[config.mk]
export PLATFORM = sky130hd
export DESIGN_NAME = seven_seg_scanner
export DESIGN_NICKNAME = d
export VERILOG_FILES = /design/src/rtl/seven_seg_scanner.sv
export SDC_FILE = /design/constraint.sdc
export NUM_CORES = 1
export LEC_CHECK = 0
export ABC_AREA = 1
export BUFFER_PORTS_ARGS = -buffer_cell sky130_fd_sc_hd__buf_2
export CAP_MARGIN = 20
export CORE_ASPECT_RATIO = 2
export CORE_MARGIN = 2
export CORE_UTILIZATION = 50
export CTS_BUF_LIST = sky130_fd_sc_hd__clkbuf_16
export CTS_CLUSTER_DIAMETER = 150
export CTS_CLUSTER_SIZE = 8
export DETAILED_ROUTE_END_ITERATION = 16
export PLACE_DENSITY = 0.74
export SETUP_SLACK_MARGIN = 0.05
export SLEW_MARGIN = 10
export SYNTH_ARGS = -nofsm -noshare
export SYNTH_HDL_FRONTEND = slang
export SYNTH_SLANG_ARGS = --single-unit
export TNS_END_PERCENT = 10
[constraint.sdc]
create_clock -name clock -period 2.55 [get_ports clock]
set_clock_uncertainty 0.15 [all_clocks]
set_input_delay 0.51 -clock clock [delete_from_list [all_inputs] [get_ports clock]]
set_output_delay 0.51 -clock clock [all_outputs]
set_load 0.05 [all_outputs]
[src/rtl/seven_seg_scanner.sv]
//============================================================================
// Module   : seven_seg_scanner
// Brief    : Time-multiplexed hex driver for a multi-digit seven-segment
//            display. A prescaler sweeps the digit index, a shadow register
//            holds the nibbles, and every output is registered, so outputs
//            lag the scan state by one cycle. Each slot opens with a short
//            dark window that suppresses ghosting between digits.
//            Optional leading-zero blanking is enabled by defining the
//            SEVEN_SEG_LZB_EN macro.
// Revision : 1.0 - initial release
//============================================================================
`default_nettype none

module seven_seg_scanner #(
    parameter int DIGITS     = 4,
    parameter int SCAN_DIV   = 50000,
    parameter int BLANK_CYC  = 64,
    parameter int ACTIVE_LOW = 1
) (
    input  logic                  clock,
    input  logic                  reset,
    input  logic [4*DIGITS-1:0]   value,
    input  logic                  load,
    input  logic [DIGITS-1:0]     blank_mask,
    output logic [DIGITS-1:0]     anode,
    output logic [6:0]            segments,
    output logic                  frame
);

    localparam int CNT_W = $clog2(SCAN_DIV);
    localparam int IDX_W = (DIGITS > 1) ? $clog2(DIGITS) : 1;

    localparam logic [CNT_W-1:0] CNT_LAST = CNT_W'(SCAN_DIV - 1);
    localparam logic [IDX_W-1:0] IDX_LAST = IDX_W'(DIGITS - 1);

    logic [CNT_W-1:0]    cnt;
    logic [IDX_W-1:0]    idx;
    logic [4*DIGITS-1:0] shadow;
    logic                frame_pend;

    logic                wrap;
    logic                in_window;
    logic [DIGITS-1:0]   onehot;
    logic [DIGITS-1:0]   supp_vec;
    logic [3:0]          cur_nib;
    logic                cur_mask;
    logic                cur_supp;
    logic                lit;
    logic [DIGITS-1:0]   anode_hi;
    logic [6:0]          seg_hi;

    // Active-low segment code (bit 6 = g ... bit 0 = a) for one hex nibble.
    function automatic logic [6:0] seg_code(input logic [3:0] n);
        logic [6:0] c;
        case (n)
            4'h0: c = 7'h40;
            4'h1: c = 7'h79;
            4'h2: c = 7'h24;
            4'h3: c = 7'h30;
            4'h4: c = 7'h19;
            4'h5: c = 7'h12;
            4'h6: c = 7'h02;
            4'h7: c = 7'h78;
            4'h8: c = 7'h00;
            4'h9: c = 7'h10;
            4'hA: c = 7'h08;
            4'hB: c = 7'h03;
            4'hC: c = 7'h46;
            4'hD: c = 7'h21;
            4'hE: c = 7'h06;
            default: c = 7'h0E;
        endcase
        return c;
    endfunction

    assign wrap = (cnt == CNT_LAST);

    // The first BLANK_CYC cycles of every slot are kept dark.
    generate
        if (BLANK_CYC == 0) begin : g_no_blank
            assign in_window = 1'b1;
        end else begin : g_blank
            assign in_window = (cnt >= CNT_W'(BLANK_CYC));
        end
    endgenerate

`ifdef SEVEN_SEG_LZB_EN
    // zero_from[i] is high when nibble i and every nibble above it are zero.
    // Digit 0 is never suppressed so an all-zero value still shows "0".
    logic [DIGITS:0] zero_from;
    assign zero_from[DIGITS] = 1'b1;
    generate
        for (genvar g = 0; g < DIGITS; g++) begin : g_lzb
            assign zero_from[g] = (shadow[4*g +: 4] == 4'h0) && zero_from[g+1];
            if (g == 0) begin : g_digit0
                assign supp_vec[g] = 1'b0;
            end else begin : g_upper
                assign supp_vec[g] = zero_from[g];
            end
        end
    endgenerate
`else
    assign supp_vec = '0;
`endif

    // Select the nibble, mask bit and suppression flag of the current digit.
    always_comb begin
        cur_nib  = 4'h0;
        cur_mask = 1'b0;
        cur_supp = 1'b0;
        onehot   = '0;
        for (int i = 0; i < DIGITS; i++) begin
            if (idx == IDX_W'(i)) begin
                cur_nib   = shadow[4*i +: 4];
                cur_mask  = blank_mask[i];
                cur_supp  = supp_vec[i];
                onehot[i] = 1'b1;
            end
        end
    end

    // Next output values in active-high sense; polarity applied at the register.
    always_comb begin
        lit      = in_window && !cur_mask && !cur_supp;
        anode_hi = lit ? onehot : '0;
        seg_hi   = lit ? ~seg_code(cur_nib) : 7'h00;
    end

    // Prescaler and digit index; idx steps only when the prescaler wraps.
    always_ff @(posedge clock) begin
        if (reset) begin
            cnt <= '0;
            idx <= '0;
        end else begin
            cnt <= wrap ? '0 : cnt + 1'b1;
            if (wrap) begin
                idx <= (idx == IDX_LAST) ? '0 : idx + 1'b1;
            end
        end
    end

    // Shadow register captures the display value whenever load is high.
    always_ff @(posedge clock) begin
        if (reset) begin
            shadow <= '0;
        end else if (load) begin
            shadow <= value;
        end
    end

    // Frame marker is delayed one extra cycle so it lines up with digit 0 at the outputs.
    always_ff @(posedge clock) begin
        if (reset) begin
            frame_pend <= 1'b0;
            frame      <= 1'b0;
        end else begin
            frame_pend <= wrap && (idx == IDX_LAST);
            frame      <= frame_pend;
        end
    end

    // Registered drive of anode and segment pins in the selected polarity.
    always_ff @(posedge clock) begin
        if (reset) begin
            anode    <= (ACTIVE_LOW != 0) ? '1 : '0;
            segments <= (ACTIVE_LOW != 0) ? 7'h7F : 7'h00;
        end else begin
            anode    <= (ACTIVE_LOW != 0) ? ~anode_hi : anode_hi;
            segments <= (ACTIVE_LOW != 0) ? ~seg_hi : seg_hi;
        end
    end

endmodule

`default_nettype wire

==> flow_summary.ini, run 1 <==
[critical_path]
slowest_delay_ns = 0.43
endpoint_kind = flop
cp.arrival_ns = 2.33
cp.required_ns = 2.63
worstSetupStartpointType = flop
r2r_cells = 10
path_max_fanout = 12
slowest_stage = ha_1
criticalPathCategory = reg2reg
cp_top_family = simple AND/OR/NAND/NOR gates
crit_cells = 10
cpMostUsedCell = nand2_1
cp_cell_sequence = ha_1 -> inv_2 -> or2_2 -> nand2_1 -> ha_1 -> inv_1 -> nand3_1 -> nand2_1 -> nand2_1 -> nand3_1
crit_buf_inv = 2

[timing]
fin_crit_sh_pct = 88.5
setup_tns_ns = 0
worst-slew-pin-transition_ns = 0.554
drv_slew = 0
whs_ns = 0.257
setup_slack_ns = 0.293
min_period_ns = 2.26
hold_viol = 0
slew_headroom_pct = 63.0
rsz0062_at_grt = no
timing.fmax_mhz = 443
setup_violations = 0

[yosys]
yosysTopAreaCell = dfxtp_1
ys_types = 30
yosysTopAreaCellShare_pct = 38.8
syn_area_sq_um = 2420
yosys_warnings = 0
seq_area_frac_synth_pct = 38.8
avgSynthCellArea_sq_um = 6.96
ys_seq_elements = 47
synth_nets = 383
ys_top_cells_by_area = dfxtp_1 39%, nand2_1 12%, nor2_1 9.5%, ha_1 6.2%, nand3_1 5.0%
syn_inst = 348

[clock_tree]
cts_buffers = 5
cts_tree = built
insertion_delay_ns = 0.28
cts_root_buf = clkbuf_16
cts.htree.levels = 2
clkTransAtPathRegs_ns = 0.06
cts_buffer_depth = 2
cts.sinks = 47

[grt]
grt_usage_pct = 22.9
antenna_found_initial = 0
grt_pass1_wl_mm = 9.36
overflow = 0
grt_max_degree = 21
grt_pass1_vias = 2251

[hold_path]
hold_class = reg2reg
whs_path_depth = 2

[die]
core-area_sq_um = 4640
num_rows = 35
start_util_pct = 52.2
fp.dieH_microns = 102
io_pins = 35
die_w_microns = 53.2
die_area_sq_um = 5450

[power]
peakVddDrop_mv = 0.504
p_leak_nw = 1.21
p_per_area_nw_per_um2 = 584

[route]
finalWirelength_mm = 5.52
routed_via_density = 5.19
wl_per_cell_microns = 12.6
dr.pass1.iters = 4
num_vias = 2269
drc_errors = 0
drtIter0Drc = 42
ant_nets = 0

[placement]
post-dp-hpwl_mm = 4.35
dp_slack_ns = 0.297
portBuffers = 34
place.gp.congestion = 0.937
placed_cells = 429

[flow_run]
cap_violations = 0

[final_layout]
fin_cells = 437
nNetsFinal = 416
drive_above_1_share_pct = 16.2
syn_to_final_growth_pct = 14.3
diodes = 0

[status]
status = finished, final reports clean
-- cells in the final DEF (no fill, tap or decap), types with 2 or more instances in the layout --
master and count:
nor2_1 61, clkbuf_16 5, nand2_1 79, dfxtp_1 47, or2_1 3, xor2_1 2
a21oi_1 21, nand4_1 4, inv_1 31, ha_1 11, nand3_2 2, nor2_4 2
buf_2 34, nor3_1 7, o21ai_0 20, o21ai_1 3, nand2_2 3, or2_2 2
nand2_4 4, inv_2 4, nand3_1 24, clkinv_1 2, nor2_2 2
-- worst reg2reg max path, stage by stage, from the launching register on --
cell and delay, ns:
dfxtp_1 0.39, ha_1 0.43, inv_2 0.14, or2_2 0.30, nand2_1 0.15, ha_1 0.28
inv_1 0.07, nand3_1 0.09, nand2_1 0.09, nand2_1 0.05, nand3_1 0.07
-- per-stage QoR --
| step | power [mW] | instance area, sq um | utilization, % |
|---|---|---|---|
| after floorplan | 0.870 | 2420 | - |
| after global placement | 0.912 | 2600 | 56.1 |
| after detailed placement | 0.914 | 2600 | 56.1 |
| after CTS | 1.64 | 2770 | 59.6 |
| after global routing | 1.68 | 2770 | 59.6 |
| final | 1.62 | 2770 | 59.6 |
-- registers in the layout, indices dropped and copies added (netlist names) --
| register | count |
|---|---|
| anode | 4 |
| shadow | 16 |
| segments | 7 |
| cnt | 16 |
| idx | 2 |
| frame_pend | 1 |
| frame | 1 |
-- final cells by class --
type / instances / area [sq um]
Clock buffer: 5 / 125
Clock inverter: 3 / 38.8
Fill cell: 471 / 1870
Inverter: 36 / 135
Multi-Input combinational cell: 256 / 1280
Sequential cell: 47 / 941
Tap cell: 55 / 68.8
Timing Repair Buffer: 35 / 178
-- per-layer routing --
metal / share of wire (%) / up-vias / global-route usage (%)
li1: - / 1163 / -
met1: 35 / 1040 / 19.7
met2: 58 / 50 / 46.5
met3: 2.9 / 16 / 3.80
met4: 3.8 / 0 / 10.8
met5: 0 / - / 0
-- final timing paths --
| check | to | slack [ns] | startpoint |
|---|---|---|---|
| worst max-delay path | segments[3]$_SDFF_PP1_ | 0.29 | idx[0]$_SDFFE_PP0N_ |
| worst min register to register | frame$_SDFF_PP0_ | 0.26 | frame_pend$_SDFF_PP0_ |
| worst max register to register | segments[3]$_SDFF_PP1_ | 0.29 | idx[0]$_SDFFE_PP0N_ |
| worst min-delay path | frame$_SDFF_PP0_ | 0.26 | frame_pend$_SDFF_PP0_ |
-- timing repair --
item | 4_1_cts | 5_1_grt
setup buffers | 0 | 0
setup endpoints to repair | 0 | 1
hold buffers | 0 | 0
gates resized for setup | 0 | 1
-- Yosys cell counts (all sizes together) --
library cell,n
clkinv,1
xor2,2
nand3b,1
nand4,4
nor2,65
inv,35
o21ai,23
a21o,1
a21oi,21
or2,6
o211ai,1
clkbuf,4
nand3,26
ha,12
nand2,86
nor3b,1
dfxtp,47
buf,5
nor3,7
-- report_power, final --
part | internal [mW] | switching (mW)
clock | 0.457 | 0.262
sequential | 0.756 | 0.0165
combinational | 0.0479 | 0.0788
total | 1.26 | 0.357
-- cell families (layout without fill, tap and decap cells) --
kind of cell / Yosys count / in the layout / share of synthesized area, %
simple gates: 196 / 196 / 36.2
fa+ha+maj: 12 / 12 / 6.20
buf+inv: 45 / 79 / 8.32
flops: 47 / 47 / 38.8
compound gates: 46 / 46 / 9.71
xor+xnor: 2 / 2 / 0.723
(Power assumes the default switching activity.)
==> run 2: changes to the inputs <==
--- a/config.mk
+++ b/config.mk
@@ -6,16 +6,15 @@
 export NUM_CORES = 1
 export LEC_CHECK = 0
 export ABC_AREA = 1
-export BUFFER_PORTS_ARGS = -buffer_cell sky130_fd_sc_hd__buf_2
 export CAP_MARGIN = 20
-export CORE_ASPECT_RATIO = 2
 export CORE_MARGIN = 2
 export CORE_UTILIZATION = 50
 export CTS_BUF_LIST = sky130_fd_sc_hd__clkbuf_16
 export CTS_CLUSTER_DIAMETER = 150
 export CTS_CLUSTER_SIZE = 8
 export DETAILED_ROUTE_END_ITERATION = 16
-export PLACE_DENSITY = 0.74
+export DONT_BUFFER_PORTS = 1
+export PLACE_DENSITY = 0.68
 export SETUP_SLACK_MARGIN = 0.05
 export SLEW_MARGIN = 10
 export SYNTH_ARGS = -nofsm -noshare
==> run 2 against run 1 <==
Net effect:
- critical path depth up 4
- worst hold slack got worse by 0.11 ns
- clock-buffer cell count stayed put
- largest power group unchanged
- combinational power fell by 20%
- setup slack lost 0.0095 ns
- critical path type unchanged
- die area shrank 0.61%
- highest routed layer unchanged
==> flow_summary.ini, run 2 (synthesized netlist as in run 1, its figures left out) <==
[critical_path]
cp_cell_sequence = inv_1 -> ha_1 -> inv_2 -> nand3_1 -> nand2_1 -> nand2_1 -> nand2_1 -> nand2_1 -> inv_1 -> ha_1 -> nand3_1 -> nand2_1 -> nand2_1 -> nand3_1
worstSetupStartpointType = flop
crit_buf_inv = 3
cpMostUsedCell = nand2_1
slowest_stage = ha_1
endpoint_kind = flop
cp_top_family = simple AND/OR/NAND/NOR gates
cp.required_ns = 2.57
crit_start = idx[1]$_SDFFE_PP0N_
slowest_delay_ns = 0.41
cp.arrival_ns = 2.28
criticalPathCategory = reg2reg
path_max_fanout = 10
rr_startpoint = idx[1]$_SDFFE_PP0N_

[clock_tree]
cts_buffer_depth = 2
insertion_delay_ns = 0.28
cts_buffers = 5
post_cts_buffers = 0
postCtsHoldBufs = 0
cts_tree = built
cts_root_buf = clkbuf_16
cts_resized = 0
cts.sinks = 47
clkTransAtPathRegs_ns = 0.06
cts.htree.levels = 2

[route]
wl_per_cell_microns = 11.8
finalWirelength_mm = 4.73
drtIter0Drc = 170
dr.pass1.iters = 5
routed_via_density = 5.08
ant_nets = 0
num_vias = 2044
drc_errors = 0

[hold_path]
hold_start = reset
hold_class = in2reg

[final_layout]
final_cell_mix = 79 x nand2_1, 61 x nor2_1, 47 x dfxtp_1
nNetsFinal = 382
fin_area_sq_um = 2570
drive_above_1_share_pct = 7.18
largestRegisters = cnt (16), shadow (16), segments (7)
syn_to_final_growth_pct = 5.99
final_common_cell = nand2_1
fillers = 455
diodes = 0

[timing]
worst-slew-pin-transition_ns = 0.541
whs_ns = 0.145
timing.fmax_mhz = 441
setup_slack_ns = 0.284
hold_viol = 0
min_period_ns = 2.27
drv_slew = 0
rsz0062_at_grt = no
setup_tns_ns = 0
fin_crit_sh_pct = 88.9
slew_headroom_pct = 63.9
setup_violations = 0

[power]
peakVddDrop_mv = 0.286
p_leak_nw = 1.08
p_per_area_nw_per_um2 = 577

[die]
die_w_microns = 73.6
die_area_sq_um = 5420
core-area_sq_um = 4690
fp.dieH_microns = 73.6
num_rows = 25
start_util_pct = 51.6
io_pins = 35

[placement]
dp_slack_ns = 0.331
portBuffers = 0
place.gp.congestion = 0.889
post-dp-hpwl_mm = 3.53
postPlaceCellArea_sq_um = 2430

[grt]
overflow = 0
grt_usage_pct = 19.6
grt_pass1_wl_mm = 8.37
grt_max_degree = 21
grt_pass1_vias = 1953
antenna_found_initial = 0

[status]
status = finished, final reports clean

[flow_run]
cap_violations = 0
[run 2: changes by cell type in the layout (fill, tap and decap cells not counted)]
cell / previous run / this run
ha_2: 1 / 0
clkinv_1: 2 / 3
inv_1: 31 / 32
ha_1: 11 / 12
buf_2: 34 / 0
bufinv_16: 1 / 0
clkinv_2: 1 / 0
[run 2: worst reg2reg max path: cells and delay by family (launching register included)]
family	cells	cell delay, ns
simple gates	9	0.73
fa+ha+maj	2	0.64
buf+inv	3	0.31
flops	1	0.33
[run 2: cell type report]
class | count | area [sq um] | area share, %
Sequential cell | 47 | 941 | 36.6
Tap cell | 54 | 67.6 | 2.63
Clock buffer | 5 | 125 | 4.87
Multi-Input combinational cell | 256 | 1280 | 49.9
Clock inverter | 3 | 11.3 | 0.439
Inverter | 36 | 135 | 5.26
Timing Repair Buffer | 1 | 7.51 | 0.292
[run 2: path summary, 6_finish.rpt]
| kind | endpoint | slack, ns | depth (start not counted) |
|---|---|---|---|
| hold reg to reg | frame$_SDFF_PP0_ | 0.27 | 2 |
| setup / recovery | segments[5]$_SDFF_PP1_ | 0.28 | 14 |
| setup reg to reg | segments[5]$_SDFF_PP1_ | 0.28 | 14 |
| hold / removal | frame$_SDFF_PP0_ | 0.14 | 1 |
[run 2: stage by stage]
step	cells	power (mW)	util, %
floorplan	348	0.870	-
global placement	394	0.887	51.8
detailed placement	394	0.889	51.8
CTS	402	1.49	54.7
global route	402	1.55	54.7
finish	402	1.48	54.7
[run 2: metal layers]
layer	track usage, %	up-vias	part of all wire, %
met5	0	-	0
met4	5.25	0	1.0
met3	4.12	4	3.0
met2	34.4	35	50
met1	24.0	909	46
li1	-	1096	-
[run 2: report_power, final]
group / internal [mW] / switching [mW]
Combinational: 0.0355 / 0.0666
Sequential: 0.756 / 0.0149
Clock: 0.353 / 0.256
==> run 3: changes to the inputs <==
--- a/config.mk
+++ b/config.mk
@@ -7,14 +7,12 @@
 export LEC_CHECK = 0
 export ABC_AREA = 1
 export CAP_MARGIN = 20
-export CORE_MARGIN = 2
 export CORE_UTILIZATION = 50
 export CTS_BUF_LIST = sky130_fd_sc_hd__clkbuf_16
 export CTS_CLUSTER_DIAMETER = 150
 export CTS_CLUSTER_SIZE = 8
 export DETAILED_ROUTE_END_ITERATION = 16
 export DONT_BUFFER_PORTS = 1
-export PLACE_DENSITY = 0.68
 export SETUP_SLACK_MARGIN = 0.05
 export SLEW_MARGIN = 10
 export SYNTH_ARGS = -nofsm -noshare
==> run 3 against run 2 <==
Net effect:
- final area hardly changed
- die area fell by 5.4%
- combinational power barely moved
- critical endpoint is now segments[3]$_SDFF_PP1_
- largest cell class unchanged
==> flow_summary.ini, run 3 (synthesized netlist as in run 1, its figures left out) <==
[status]
status = finished, final reports clean

[route]
finalWirelength_mm = 4.90
dr_wl_met2_mm = 2.40
num_vias = 2032
ant_nets = 0
dr.pass1.iters = 4
wl_met3_microns = 203
drc_errors = 0
drtIter0Drc = 124
routed_via_density = 5.08
wl_met1_mm = 2.20
top_layer = met4
wl_per_cell_microns = 12.2

[critical_path]
slowest_stage = dfxtp_1
crit_buf_inv = 2
path_max_fanout = 10
cpMostUsedCell = nand2_1
worstSetupStartpointType = flop
slowest_delay_ns = 0.35
cp_cell_sequence = inv_1 -> ha_1 -> nor2_1 -> nand2_1 -> nand2_1 -> nand2_1 -> nand2_1 -> nand2_1 -> ha_1 -> inv_1 -> nand3_1 -> nand2_1 -> nand2_1 -> nand3_1
endpoint_kind = flop
criticalPathCategory = reg2reg
cp.required_ns = 2.57
cp_top_family = simple AND/OR/NAND/NOR gates
cp.arrival_ns = 2.20

[die]
io_pins = 35
die_area_sq_um = 5130
core-area_sq_um = 4500
die_w_microns = 71.6
fp.dieH_microns = 71.6
start_util_pct = 53.8
num_rows = 24

[placement]
postPlaceCellArea_sq_um = 2440
post-dp-hpwl_mm = 3.77
portBuffers = 0
place.gp.congestion = 0.892

[clock_tree]
post_cts_buffers = 0
cts_root_buf = clkbuf_16
cts_tree = built
cts_buffer_depth = 2
cts_resized = 0
postCtsHoldBufs = 0
cts_buffers = 5
insertion_delay_ns = 0.28
cts.sinks = 47
clkTransAtPathRegs_ns = 0.06
cts.htree.levels = 2

[timing]
drv_slew = 0
setup_violations = 0
rsz0062_at_grt = no
setup_tns_ns = 0
min_period_ns = 2.19
timing.fmax_mhz = 457
fin_crit_sh_pct = 85.7
whs_ns = 0.143
worst-slew-pin-transition_ns = 0.523
hold_viol = 0
slew_headroom_pct = 65.1

[power]
p_per_area_nw_per_um2 = 573
p_total_mw = 1.47
peakVddDrop_mv = 0.473
p_leak_nw = 1.08

[final_layout]
final_common_cell = nand2_1
diodes = 0
syn_to_final_growth_pct = 6.09
regArea_sq_um = 941
largestRegisters = cnt (16), shadow (16), segments (7)
fillers = 438
drive_above_1_share_pct = 7.76
fin_area_sq_um = 2570
nNetsFinal = 383
multi_input_area_sq_um = 1280
final_util_pct = 57.1
final_cell_mix = 79 x nand2_1, 61 x nor2_1, 47 x dfxtp_1

[flow_run]
cap_violations = 0

[grt]
grt_max_degree = 21
grt_pass1_wl_mm = 8.83
overflow = 0
antenna_found_initial = 0
grt_usage_pct = 22.0
grt_pass1_vias = 1991

[hold_path]
hold_class = in2reg
==> run 3: cell type report <==
type	instances	share of cell area, %
multi-input cells	256	49.8
well taps	52	2.53
inverters	36	5.26
flip-flops and latches	47	36.6
repair buffers	2	0.584
clock inverters	2	0.341
clock buffers	5	4.87
==> run 3: power breakdown <==
part	switching (mW)	leakage [nW]	internal [mW]	total [mW]
clock network	0.247	0.0671	0.352	0.599
logic	0.0662	0.632	0.0357	0.102
registers	0.0158	0.384	0.756	0.772
total	0.329	1.08	1.14	1.47
==> run 3: per-stage QoR <==
step                      instances  setup WS, ns
after floorplan                 348         0.589
after global placement          393         0.395
after detailed placement        393         0.370
after CTS                       400         0.356
after global routing            400        0.0890
final                           400         0.364
==> run 3: path summary, 6_finish.rpt <==
| kind | start | to | slack (ns) | depth (start not counted) |
|---|---|---|---|---|
| max | idx[1]$_SDFFE_PP0N_ | segments[3]$_SDFF_PP1_ | 0.36 | 14 |
| min | reset | frame$_SDFF_PP0_ | 0.14 | 1 |
| max reg2reg | idx[1]$_SDFFE_PP0N_ | segments[3]$_SDFF_PP1_ | 0.36 | 14 |
| min reg2reg | frame_pend$_SDFF_PP0_ | frame$_SDFF_PP0_ | 0.25 | 2 |
==> run 3: worst reg2reg max path: cells and delay by family (launching register included) <==
kind / cells / cell delay [ns]
flip-flops: 1 / 0.35
buffers and inverters: 2 / 0.12
adder cells (fa/ha/maj): 2 / 0.65
AND/OR/NAND/NOR: 10 / 0.82
==> run 3: layer usage <==
| layer | track usage [%] | vias up |
|---|---|---|
| met4 | 7.19 | 0 |
| met5 | 0 | - |
| met1 | 25.5 | 899 |
| li1 | - | 1093 |
| met2 | 39.2 | 31 |
| met3 | 5.91 | 9 |
